===== src/rtl/pipe_stage_buf.sv =====
// pipe_stage_buf: valid/ready pipeline-stage register with a one-entry skid
// buffer, flush-to-bubble and acknowledge-driven clearing of selected bits.
// in_ready depends only on registered state (and reset), never on out_ready.
module pipe_stage_buf #(
  parameter int unsigned          DATA_W        = 32,
  parameter logic [DATA_W-1:0]    CLR_MASK      = '0,
  parameter bit                   ZERO_ON_FLUSH = 1'b1
) (
  input  logic              CLK,
  input  logic              RST,
  input  logic              flush,
  input  logic              ack,
  input  logic              in_valid,
  output logic              in_ready,
  input  logic [DATA_W-1:0] in_data,
  output logic              out_valid,
  input  logic              out_ready,
  output logic [DATA_W-1:0] out_data,
  output logic [1:0]        occupancy
);

  // Encoding keeps bit0 = main valid, bit1 = skid valid.
  typedef enum logic [1:0] {
    EMPTY = 2'b00,
    ONE   = 2'b01,
    FULL  = 2'b11
  } state_t;

  state_t            state;
  logic [DATA_W-1:0] main_q;
  logic [DATA_W-1:0] skid_q;

  logic main_v;
  logic skid_v;
  logic in_fire;
  logic out_fire;
  logic ack_clr;

  assign main_v    = (state != EMPTY);
  assign skid_v    = (state == FULL);
  assign in_ready  = !skid_v && !RST;
  assign out_valid = main_v;
  assign out_data  = main_q;
  assign occupancy = {1'b0, main_v} + {1'b0, skid_v};
  assign in_fire   = in_valid && in_ready;
  assign out_fire  = main_v && out_ready;
  assign ack_clr   = ack && main_v && !out_fire;

  // State and storage update: reset, then flush, then handshake/ack.
  always_ff @(posedge CLK) begin
    if (RST) begin
      state  <= EMPTY;
      main_q <= '0;
      skid_q <= '0;
    end else if (flush) begin
      state <= EMPTY;
      if (ZERO_ON_FLUSH) begin
        main_q <= '0;
        skid_q <= '0;
      end
    end else begin
      // Ack clear first; any load of main_q below takes precedence, which only
      // happens together with out_fire, where the clear must be ignored anyway.
      if (ack_clr) main_q <= main_q & ~CLR_MASK;
      case (state)
        EMPTY: begin
          if (in_fire) begin
            main_q <= in_data;
            state  <= ONE;
          end
        end
        ONE: begin
          if (in_fire && out_fire) begin
            main_q <= in_data;
          end else if (in_fire) begin
            skid_q <= in_data;
            state  <= FULL;
          end else if (out_fire) begin
            state <= EMPTY;
          end
        end
        FULL: begin
          if (out_fire) begin
            main_q <= skid_q;
            state  <= ONE;
          end
        end
        default: state <= EMPTY;
      endcase
    end
  end

endmodule

===== config.mk =====
export PLATFORM = sky130hd
export DESIGN_NAME = pipe_stage_buf
export DESIGN_NICKNAME = d
export VERILOG_FILES = /design/src/rtl/pipe_stage_buf.sv
export SDC_FILE = /design/constraint.sdc
export NUM_CORES = 1
export LEC_CHECK = 0
export ABC_AREA = 0
export CAP_MARGIN = 30
export CORE_AREA = 4 4 69 96
export DETAILED_ROUTE_END_ITERATION = 6
export DIE_AREA = 0 0 73 100
export DONT_BUFFER_PORTS = 1
export PLACE_DENSITY = 0.62
export SLEW_MARGIN = 10
export SYNTH_ARGS = -nofsm -noshare
export SYNTH_HDL_FRONTEND = slang
export SYNTH_SLANG_ARGS = --single-unit

===== constraint.sdc =====
create_clock -name CLK -period 2.1 [get_ports CLK]
set_input_delay 0.21 -clock CLK [delete_from_list [all_inputs] [get_ports CLK]]
set_output_delay 0.21 -clock CLK [all_outputs]
set_load 0.1 [all_outputs]

Yosys cells after proc, flatten, opt, wreduce, memory -nomap -nowiden. Cells that the tools add are included.

Register bits: 66. Input port bits: 38. Output and inout port bits: 36. Word-level logic and storage cells: 35.

Add/sub/neg operators: 1. Equality and inequality tests: 7. Muxes and demuxes: 10. Bitwise operators: 1. Reductions and logical operators: 13.

Operators with widths (count): $mux W32 (3); $pmux W32 S3 (1); $mux W2 (5); $reduce_and A4 Y1 (2); $ne A2 B2 Y1 const B (3); $pmux W2 S3 (1); $logic_and A1 B1 Y1 (4); $ne A3 B3 Y1 const B (1); $reduce_and A3 Y1 (1); $reduce_bool A3 Y1 (1); $add A1 B1 Y2 (1); $eq A2 B1 Y1 const B (1); $eq A2 B2 Y1 const B (1); $logic_not A1 Y1 (2); $logic_not A2 Y1 (1); $ne A2 B1 Y1 const B (1); $reduce_bool A2 Y1 (1); $reduce_or A2 Y1 (1); $not A1 Y1 (1).

Logic depth before layout (Yosys ltp). Gate-level depths: netlist of run 1.

Depth after elaboration: 7. Mapped depth: 8.

Least setup slack after synthesis of run 1. Ideal clock, no wire load.

Kind: reg-to-output. From: reg state[0]. To: out in_ready. Arrival: 2.864 ns. Data required time: 1.890 ns. Path slack: -0.974 ns. Stages on the path, launching flop included: 5. Buffers on the path: 2. Cells stage by stage: dfxtp_1 -> ha_1 -> buf_2 -> buf_1 -> nor2_1.

Longest elaborated chain between the ends: 3.

RTL lines: start, declared (RTL line 29) `state_t state;`; start signal, assigned (RTL line 52) `state <= EMPTY;`; start signal, assigned (RTL line 56) `state <= EMPTY;`; start signal, assigned (RTL line 69) `state <= ONE;`; $eq A2 B2 Y1 (RTL line 40) `assign skid_v = (state == FULL);`; $logic_not A1 Y1 (RTL line 41) `assign in_ready = !skid_v && !RST;`; $logic_and A1 B1 Y1 (RTL line 41); end, declared (RTL line 14) `output logic in_ready,`.

Every way passes these cells.

Final worst setup path of run 1.
From: reg state[1]. To: reg main_q[20], in the netlist out_data[20].

Longest elaborated chain between the ends: 7.

RTL lines: $eq A2 B2 Y1 (RTL line 40, 65); $logic_not A1 Y1 (RTL line 41); $logic_and A1 B1 Y1 (RTL line 41); $logic_and A1 B1 Y1 (RTL line 45) `assign in_fire = in_valid && in_ready;`; $logic_and A1 B1 Y1 (RTL line 73) `if (in_fire && out_fire) begin`; $ne A2 B2 Y1 (no source line); $reduce_and A4 Y1 (no source line); end signal, assigned (RTL line 68) `main_q <= in_data;`; end signal, assigned (RTL line 74) `main_q <= in_data;`; end signal, assigned (RTL line 84) `main_q <= skid_q;`; end, declared (RTL line 30) `logic [DATA_W-1:0] main_q;`.

Parallel ways exist; a longest one is shown, timed or not. A chain may end at the register's enable or synchronous reset.

==> flow_summary.yaml, run 1 <==
status:
  status: "completed"
sta:
  max-slew-margin-rel: 0.467
  fin_ws_ps: 89.6
  holdWs_ps: 13.8
  tns_ps: 0
  hold_violations: 0
  setup_viol: 0
  fmax_ghz: 0.497
  min_period_ps: 2010
  worst_pin_slew_ps: 800
  rsz0062_at_grt: "true"
  finClkSkew_ps: 7.35
  finalMaxSlewViolations: 0
  period_share: 0.957
cells_and_area:
  multi_input_area_um2: 1420
  num_antenna_cells: 0
  area_growth_pct: 30.6
  drive_above_1_share: 0.184
  final_nets: 425
  fillers: 490
  regArea_um2: 1320
  utilization: 0.634
critical_path:
  critical_path.cell_chain: "ha_4 > or3b_1 > a211oi_4 > buf_4 > nor3_1 > a211oi_1"
  cpPeakStageDelay_ps: 440
  end_kind: "register"
  required_ps: 2340
  critPathLaunchType: "register"
  critical_path_class: "register to register"
  cp_data_arrival_time_ps: 2250
  cp_max_fo: 18
  crit_family: "simple AND/OR/NAND/NOR gates"
  cp_slowest_cell: "or3b_1"
  worstPathBufferInverterCount: 1
routing:
  vias: 2549
  drtIter0Drc: 124
  wl_met2_um: 3780
  routed.top_layer: "met4"
  drtAntennaViolNets: 0
  drtPass1Iterations: 5
  wl_met3_um: 467
  wl_met1_um: 3010
  vias_per_cell: 5.59
  wirelength_um: 7370
  drc: 0
  drt-wirelength-per-cell_um: 16.2
logic_synthesis:
  yosysTopAreaCell: "dfxtp_1"
  synthTopCellsByCount: "dfxtp_1, nand2_1, a21oi_1"
  synth_cells: 320
  seq_area_frac_synth: 0.468
  synth.area.top_cells: "dfxtp_1, mux2i_1, nand2_1"
  synth_seq_cells: 66
  synth_cell_type_count: 27
  synth_area_um2: 2830
  syn_area_per_cell_um2: 8.83
  syn-num-nets: 363
  yosys_warnings: 0
  synth_edf_count: 0
  synth_ff_type: "dfxtp_1"
  yosysTopAreaCellShare: 0.468
  async_flop_share: 0
placed_design:
  post-place-ws_ps: 140
  post-dp-hpwl_um: 4570
  gp_routability_congestion: 0.754
  io_buffers: 0
die:
  die_area_um2: 7300
  core_area_um2: 5820
  io_pins: 74
  die_h_um: 100
  fp.dieW_um: 73
  start_util: 0.485
  rows: 33
worst_hold_path:
  hold_class: "input port to register"
power_and_ir_drop:
  leakagePower_uw: 0.00130
  powerDensity_nw_per_um2: 792
  vdd_ir_drop_max_mv: 0.609
global_route:
  antenna_found_initial: 0
  grt_start_max_net_pins: 41
  track_usage: 0.212
  overflow: 0
  grt_pass1_vias: 2580
  grt_pass1_wl_um: 12100
cts:
  clockRootBuffer: "clkbuf_8"
  cts_max_level: 3
  clkSinkCount: 66
  numCtsBuffers: 9
  cts_tree: "built"
  clk_latency_ps: 340
  cts.path.max_buffers: 2
  cts_setup_buffers: 0
  clkSlewWorstSetupHoldPaths_ps: 70
job:
  cap_violations: 0
==> worst paths after layout <==
| kind | start | to | slack, ps | cells past startpoint |
|---|---|---|---|---|
| setup / recovery | state[1] | out_data[20] | 90 | 6 |
| hold / removal | in_data[25] | skid_q[25] | 10 | 2 |
| hold reg to reg | skid_q[6] | skid_q[6] | 450 | 2 |
| setup reg to reg | state[1] | out_data[20] | 90 | 6 |
==> routing by layer <==
layer | GRT usage | vias to the layer above
met2 | 0.369 | 72
met1 | 0.239 | 1208
met4 | 0.0781 | 0
li1 | - | 1259
met3 | 0.0631 | 10
met5 | 0 | -
==> cells by family after synthesis <==
family / Yosys count / share of synthesized area
muxes: 32 / 0.113
AOI/OAI and AO/OA: 73 / 0.172
and+or+nand+nor: 114 / 0.182
adders and majority gates: 5 / 0.0221
DFF: 66 / 0.468
buffers and inverters: 30 / 0.0430
==> state kept, by name, summed over array words and instances, names as in the netlist <==
| signal | flops |
|---|---|
| out_data | 32 |
| skid_q | 32 |
| state | 2 |
==> layout by cell type (no fill, tap or decap), drive strengths merged, types with 2 or more instances in the layout <==
cell	count
nand2	66
dfxtp	66
buf	51
a21oi	35
a211oi	33
mux2i	32
nor3	32
dlygate4sd3	27
clkbuf	12
ha	5
nor2	4
inv	3
nand2b	2
o31ai	2
nand4	2
clkinv	2
or2	2
==> worst register-to-register path: stages, from the launching register on <==
cell and delay (ps):
dfxtp_1 380, ha_4 200, or3b_1 440, a211oi_4 280, buf_4 290, nor3_1 90, a211oi_1 240
==> metrics by stage <==
step / area (um^2) / std cells / total power (uW)
after CTS: 3680 / 456 / 2950
after floorplan: 2850 / 320 / 1760
final: 3690 / 456 / 2920
after global routing: 3690 / 456 / 3030
after global placement: 3230 / 414 / 1880
after detailed placement: 3230 / 414 / 1880
==> layout make-up <==
| cell class | count | share of cell area |
|---|---|---|
| timing repair buffer | 78 | 0.180 |
| sequential | 66 | 0.358 |
| tap | 70 | 0.0237 |
| clock inverter | 3 | 0.0109 |
| multi-input combinational | 224 | 0.385 |
| clock buffer | 12 | 0.0393 |
| inverter | 3 | 0.00305 |
==> what timing repair did <==
item                       CTS  global route
setup endpoints to repair    0            16
gates resized for setup      0             1
hold buffers                27             0
hold endpoints to repair    27             0
==> report_power, final <==
| part | internal (uW) | switching, uW |
|---|---|---|
| Combinational | 167 | 426 |
| Clock | 571 | 456 |
| Sequential | 1290 | 14.4 |
No activity file was read; power rests on OpenSTA's default activity.
==> inputs of run 2 (changes only) <==
--- a/config.mk
+++ b/config.mk
@@ -7,9 +7,9 @@
 export LEC_CHECK = 0
 export ABC_AREA = 0
 export CAP_MARGIN = 30
-export CORE_AREA = 4 4 69 96
+export CORE_AREA = 2 2 67 94
 export DETAILED_ROUTE_END_ITERATION = 6
-export DIE_AREA = 0 0 73 100
+export DIE_AREA = 0 0 69 96
 export DONT_BUFFER_PORTS = 1
 export PLACE_DENSITY = 0.62
 export SLEW_MARGIN = 10
==> run 2 against run 1 <==
Net effect:
- sequential cell count is the same
- sequential share of layout area shrank 0.26 points
- fmax grew 0.72%
- total power grew 0.95%
- first-iteration DRC count shrank 0.81%
- utilization grew 1.0 points
- largest cell class unchanged
==> flow_summary.yaml, run 2 (synthesis results as in run 1) <==
cells_and_area:
  drive_above_1_share: 0.189
  layout_common_cells: "nand2_1, dfxtp_1, buf_4"
  num_antenna_cells: 0
  final_nets: 425
  final_common_cell: "nand2_1"
  area_growth_pct: 31.8
die:
  start_util: 0.489
  die_area_um2: 6620
  die_h_um: 96
  core_area_um2: 5780
  io_pins: 74
  rows: 33
  fp.dieW_um: 69
sta:
  period_share: 0.951
  tns_ps: 0
  finalMaxSlewViolations: 0
  min_period_ps: 2000
  finClkSkew_ps: 10.3
  fin_ws_ps: 104
  max-slew-margin-rel: 0.531
  worst_pin_slew_ps: 703
  rsz0062_at_grt: "false"
  fmax_ghz: 0.501
  hold_violations: 0
  setup_viol: 0
critical_path:
  end_kind: "primary output"
  critical_path.cell_chain: "ha_4 > buf_4 > buf_6 > nor2_4 > buf_4"
  cp_slowest_cell: "dfxtp_2"
  critPathLaunchType: "register"
  cp_max_fo: 24
  crit_family: "buffers and inverters"
  required_ps: 1890
  path_common_cell: "buf_4"
  cp_data_arrival_time_ps: 1790
  worstPathBufferInverterCount: 3
  critical_path_class: "register to primary output"
  cpPeakStageDelay_ps: 390
routing:
  drt-wirelength-per-cell_um: 15.7
  vias: 2491
  vias_per_cell: 5.46
  routed.top_layer: "met4"
  drtIter0Drc: 123
  drc: 0
  drtAntennaViolNets: 0
  wl_met3_um: 404
  wl_met1_um: 2970
  wl_met2_um: 3680
  drtPass1Iterations: 6
  wirelength_um: 7150
global_route:
  track_usage: 0.220
  grt_start_max_net_pins: 67
  overflow: 0
  grt_pass1_vias: 2524
  antenna_found_initial: 0
  grt_pass1_wl_um: 11700
status:
  status: "completed"
placed_design:
  io_buffers: 0
  gp_routability_congestion: 0.864
  post-place-ws_ps: 73.6
  post-dp-hpwl_um: 4400
cts:
  cts.path.max_buffers: 2
  numCtsBuffers: 9
  cts_tree: "built"
  cts_setup_buffers: 0
  cts_max_level: 3
  clkSlewWorstSetupHoldPaths_ps: 70
  clockRootBuffer: "clkbuf_8"
  clkSinkCount: 66
  clk_latency_ps: 340
power_and_ir_drop:
  leakagePower_uw: 0.00130
  vdd_ir_drop_max_mv: 0.509
  powerDensity_nw_per_um2: 793
job:
  cap_violations: 0
worst_hold_path:
  hold_class: "input port to register"
-- run 2: worst register-to-register path, delay by kind of cell (launching register included) --
family          cells  cell delay, ps
fa+ha+maj           1             160
simple gates        2             630
buf+inv             1             230
compound gates      2             410
flops               1             360
-- run 2: routing by layer --
| metal | global-route usage | vias to the layer above |
|---|---|---|
| li1 | - | 1260 |
| met1 | 0.252 | 1160 |
| met2 | 0.385 | 63 |
| met3 | 0.0482 | 8 |
| met4 | 0.119 | 0 |
| met5 | 0 | - |
-- run 2: path summary, 6_finish.rpt --
path,endpoint,startpoint,slack (ps),cells after the start
setup / recovery,in_ready,state[0],100,5
hold reg to reg,skid_q[8],skid_q[8],450,2
hold / removal,skid_q[31],in_data[31],10,2
setup reg to reg,out_data[24],state[0],150,6
-- run 2: report_power, final --
part	internal (uW)	leakage [uW]	total (uW)	switching, uW
logic	169	0.000673	593	424
registers	1290	0.000536	1300	15.5
clock network	574	0.0000877	1050	480
total	2030	0.00130	2950	919
-- run 2: cell type report --
type	instances	area [um^2]
tap	70	87.6
fill	500	2060
timing repair buffer	78	692
sequential	66	1320
inverter	3	11.3
multi-input combinational	224	1420
clock buffer	11	141
clock inverter	4	52.6
-- run 2: stage by stage --
step | cell area, um^2 | std cells | total power, uW | util | hold slack (ps)
floorplan | 2850 | 320 | 1760 | - | 346
global placement | 3230 | 413 | 1880 | 0.559 | 347
detailed placement | 3230 | 413 | 1880 | 0.559 | 352
CTS | 3710 | 456 | 2970 | 0.642 | 3.28
global route | 3720 | 456 | 3050 | 0.644 | 0.872
finish | 3720 | 456 | 2950 | 0.644 | 12.3
-- run 2: repair_timing --
item | 4_1_cts | 5_1_grt
hold buffers | 28 | 0
hold endpoints to repair | 28 | 0
resized for setup | 1 | 5
endpoints found under the setup margin | 1 | 33
==> inputs of run 3 (changes only) <==
--- a/config.mk
+++ b/config.mk
@@ -5,13 +5,13 @@
 export SDC_FILE = /design/constraint.sdc
 export NUM_CORES = 1
 export LEC_CHECK = 0
-export ABC_AREA = 0
+export ABC_AREA = 1
 export CAP_MARGIN = 30
-export CORE_AREA = 2 2 67 94
+export CORE_AREA = 2 2 68 96
 export DETAILED_ROUTE_END_ITERATION = 6
-export DIE_AREA = 0 0 69 96
+export DIE_AREA = 0 0 70 98
 export DONT_BUFFER_PORTS = 1
-export PLACE_DENSITY = 0.62
+export PLACE_DENSITY = 0.61
 export SLEW_MARGIN = 10
 export SYNTH_ARGS = -nofsm -noshare
 export SYNTH_HDL_FRONTEND = slang
==> run 3 against run 2 <==
Net effect:
- via count increased by 2.4%
- routed wire length decreased by 12%
- area after synthesis increased by 3.2%
- clock power about the same
- synthesized cell count increased by 21%
- largest cell class unchanged
- largest power group unchanged
- highest routed layer unchanged
==> flow_summary.yaml, run 3 <==
status:
  status: "completed"
logic_synthesis:
  yosys_warnings: 0
  synth_cell_type_count: 18
  synth_area_um2: 2920
  synthAdderAreaFrac: 0.0215
  yosysTopAreaCellShare: 0.453
  synthTopCellsByCount: "nor2_1, nand2_1, dfxtp_1, mux2i_1, o21ai_0"
  synth_mux_area_frac: 0.110
  seq_area_frac_synth: 0.453
  synth_edf_count: 0
  syn_area_per_cell_um2: 7.55
  synth_cells: 386
  synth_compound_area_frac: 0.0567
  yosysMostFrequentCell: "nor2_1"
  yosysTopAreaCell: "dfxtp_1"
  synth_simple_gate_area_share: 0.298
  synth_seq_cells: 66
  synth-xor-area-share: 0
  syn-num-nets: 429
  synth_ff_type: "dfxtp_1"
  synth_top_family_by_area: "simple AND/OR/NAND/NOR gates"
  synth.area.top_cells: "dfxtp_1, nor2_1, mux2i_1"
  async_flop_share: 0
cells_and_area:
  fin_area_um2: 3720
  layout_common_cells: "nor2_1, nand2_1, dfxtp_1"
  num_antenna_cells: 0
  final_nets: 489
  fillers: 557
  final_common_cell: "nor2_1"
  area_growth_pct: 27.6
  drive_above_1_share: 0.149
critical_path:
  cp_max_fo: 31
  critical_path_class: "register to register"
  crit_family: "simple AND/OR/NAND/NOR gates"
  required_ps: 2380
  critPathLaunchType: "register"
  critical_path.cell_chain: "ha_4 > buf_4 > inv_1 > nand2_1 > nand3_1 > nand2_2 > nor2_8 > buf_12 > nand2_1 > nand2_1 > nor2_1"
  cp_data_arrival_time_ps: 2130
  path_common_cell: "nand2_1"
  cpPeakStageDelay_ps: 420
  cp_slowest_cell: "dfxtp_1"
  worstPathBufferInverterCount: 3
  end_kind: "register"
placed_design:
  post-dp-hpwl_um: 3820
  gp_routability_congestion: 0.779
  placed_cell_area_um2: 3230
  io_buffers: 0
routing:
  drc: 0
  drtAntennaViolNets: 0
  wl_met3_um: 336
  drt-wirelength-per-cell_um: 12.0
  routed.top_layer: "met4"
  wl_met1_um: 2650
  vias: 2550
  vias_per_cell: 4.88
  wirelength_um: 6290
  drtIter0Drc: 172
  wl_met2_um: 3130
  drtPass1Iterations: 4
power_and_ir_drop:
  leakagePower_uw: 0.00162
  vdd_ir_drop_max_mv: 0.658
  powerDensity_nw_per_um2: 929
cts:
  clkSinkCount: 66
  clk_latency_ps: 340
  clkSlewWorstSetupHoldPaths_ps: 70
  cts_tree: "built"
  cts.path.max_buffers: 2
  numCtsBuffers: 9
  cts_max_level: 3
  clockRootBuffer: "clkbuf_8"
sta:
  hold_violations: 0
  worst_pin_slew_ps: 611
  setup_viol: 0
  max-slew-margin-rel: 0.593
  fmax_ghz: 0.540
  finalMaxSlewViolations: 0
  tns_ps: 0
  min_period_ps: 1850
  rsz0062_at_grt: "false"
  finClkSkew_ps: 6.80
  period_share: 0.882
die:
  core_area_um2: 6040
  die_area_um2: 6860
  start_util: 0.483
  die_h_um: 98
  fp.dieW_um: 70
  rows: 34
  io_pins: 74
worst_hold_path:
  hold_class: "input port to register"
global_route:
  grt_pass1_wl_um: 10800
  grt_start_max_net_pins: 67
  overflow: 0
  antenna_found_initial: 0
  track_usage: 0.194
  grt_pass1_vias: 2401
job:
  cap_violations: 0
run 3: final timing paths:
check	start	endpoint	slack, ps	cells past startpoint
max reg2reg	state[1]	out_data[15]	250	11
min reg2reg	out_data[24]	out_data[24]	480	2
min	in_data[14]	skid_q[14]	20	2
max	state[1]	out_data[15]	250	11
run 3: layer usage:
metal / track usage / vias to the layer above
li1: - / 1327
met1: 0.221 / 1143
met2: 0.333 / 67
met3: 0.0402 / 13
met4: 0.112 / 0
met5: 0 / -
run 3: where the power goes:
group / switching [uW] / internal, uW
sequential: 28.2 / 1320
clock: 478 / 577
combinational: 778 / 277
run 3: layout make-up:
class / instances / area [um^2] / share of cell area
Tap cell: 72 / 90.1 / 0.0242
Sequential cell: 66 / 1320 / 0.355
Timing Repair Buffer: 72 / 638 / 0.172
Clock buffer: 11 / 141 / 0.0380
Multi-Input combinational cell: 289 / 1440 / 0.387
Inverter: 8 / 33.8 / 0.00908
Clock inverter: 5 / 53.8 / 0.0145
run 3: kinds of logic (layout without fill, tap and decap cells):
kind of cell,Yosys count,in the layout
adders and majority gates,5,5
AOI/OAI and AO/OA,33,33
muxes,32,32
and+or+nand+nor,219,219
DFF,66,66
buffers and inverters,31,96
run 3: timing repair:
item                                    CTS  global route
gates resized for setup                   0             1
buffers inserted                          0             0
endpoints found under the setup margin    0            11
endpoints found under the hold margin    29             0
hold buffers                             29             0
run 3: per-stage QoR:
step                      cells  hold slack, ps   util  power [uW]  setup WS, ps
after CTS                   523            1.49  0.615        3500           190
after global placement      478             348  0.535        2380           230
after detailed placement    478             354  0.535        2390           206
final                       523            15.6  0.616        3460           247
after global routing        523            14.5  0.616        3620          62.7
after floorplan             386             345      -        2240          28.8
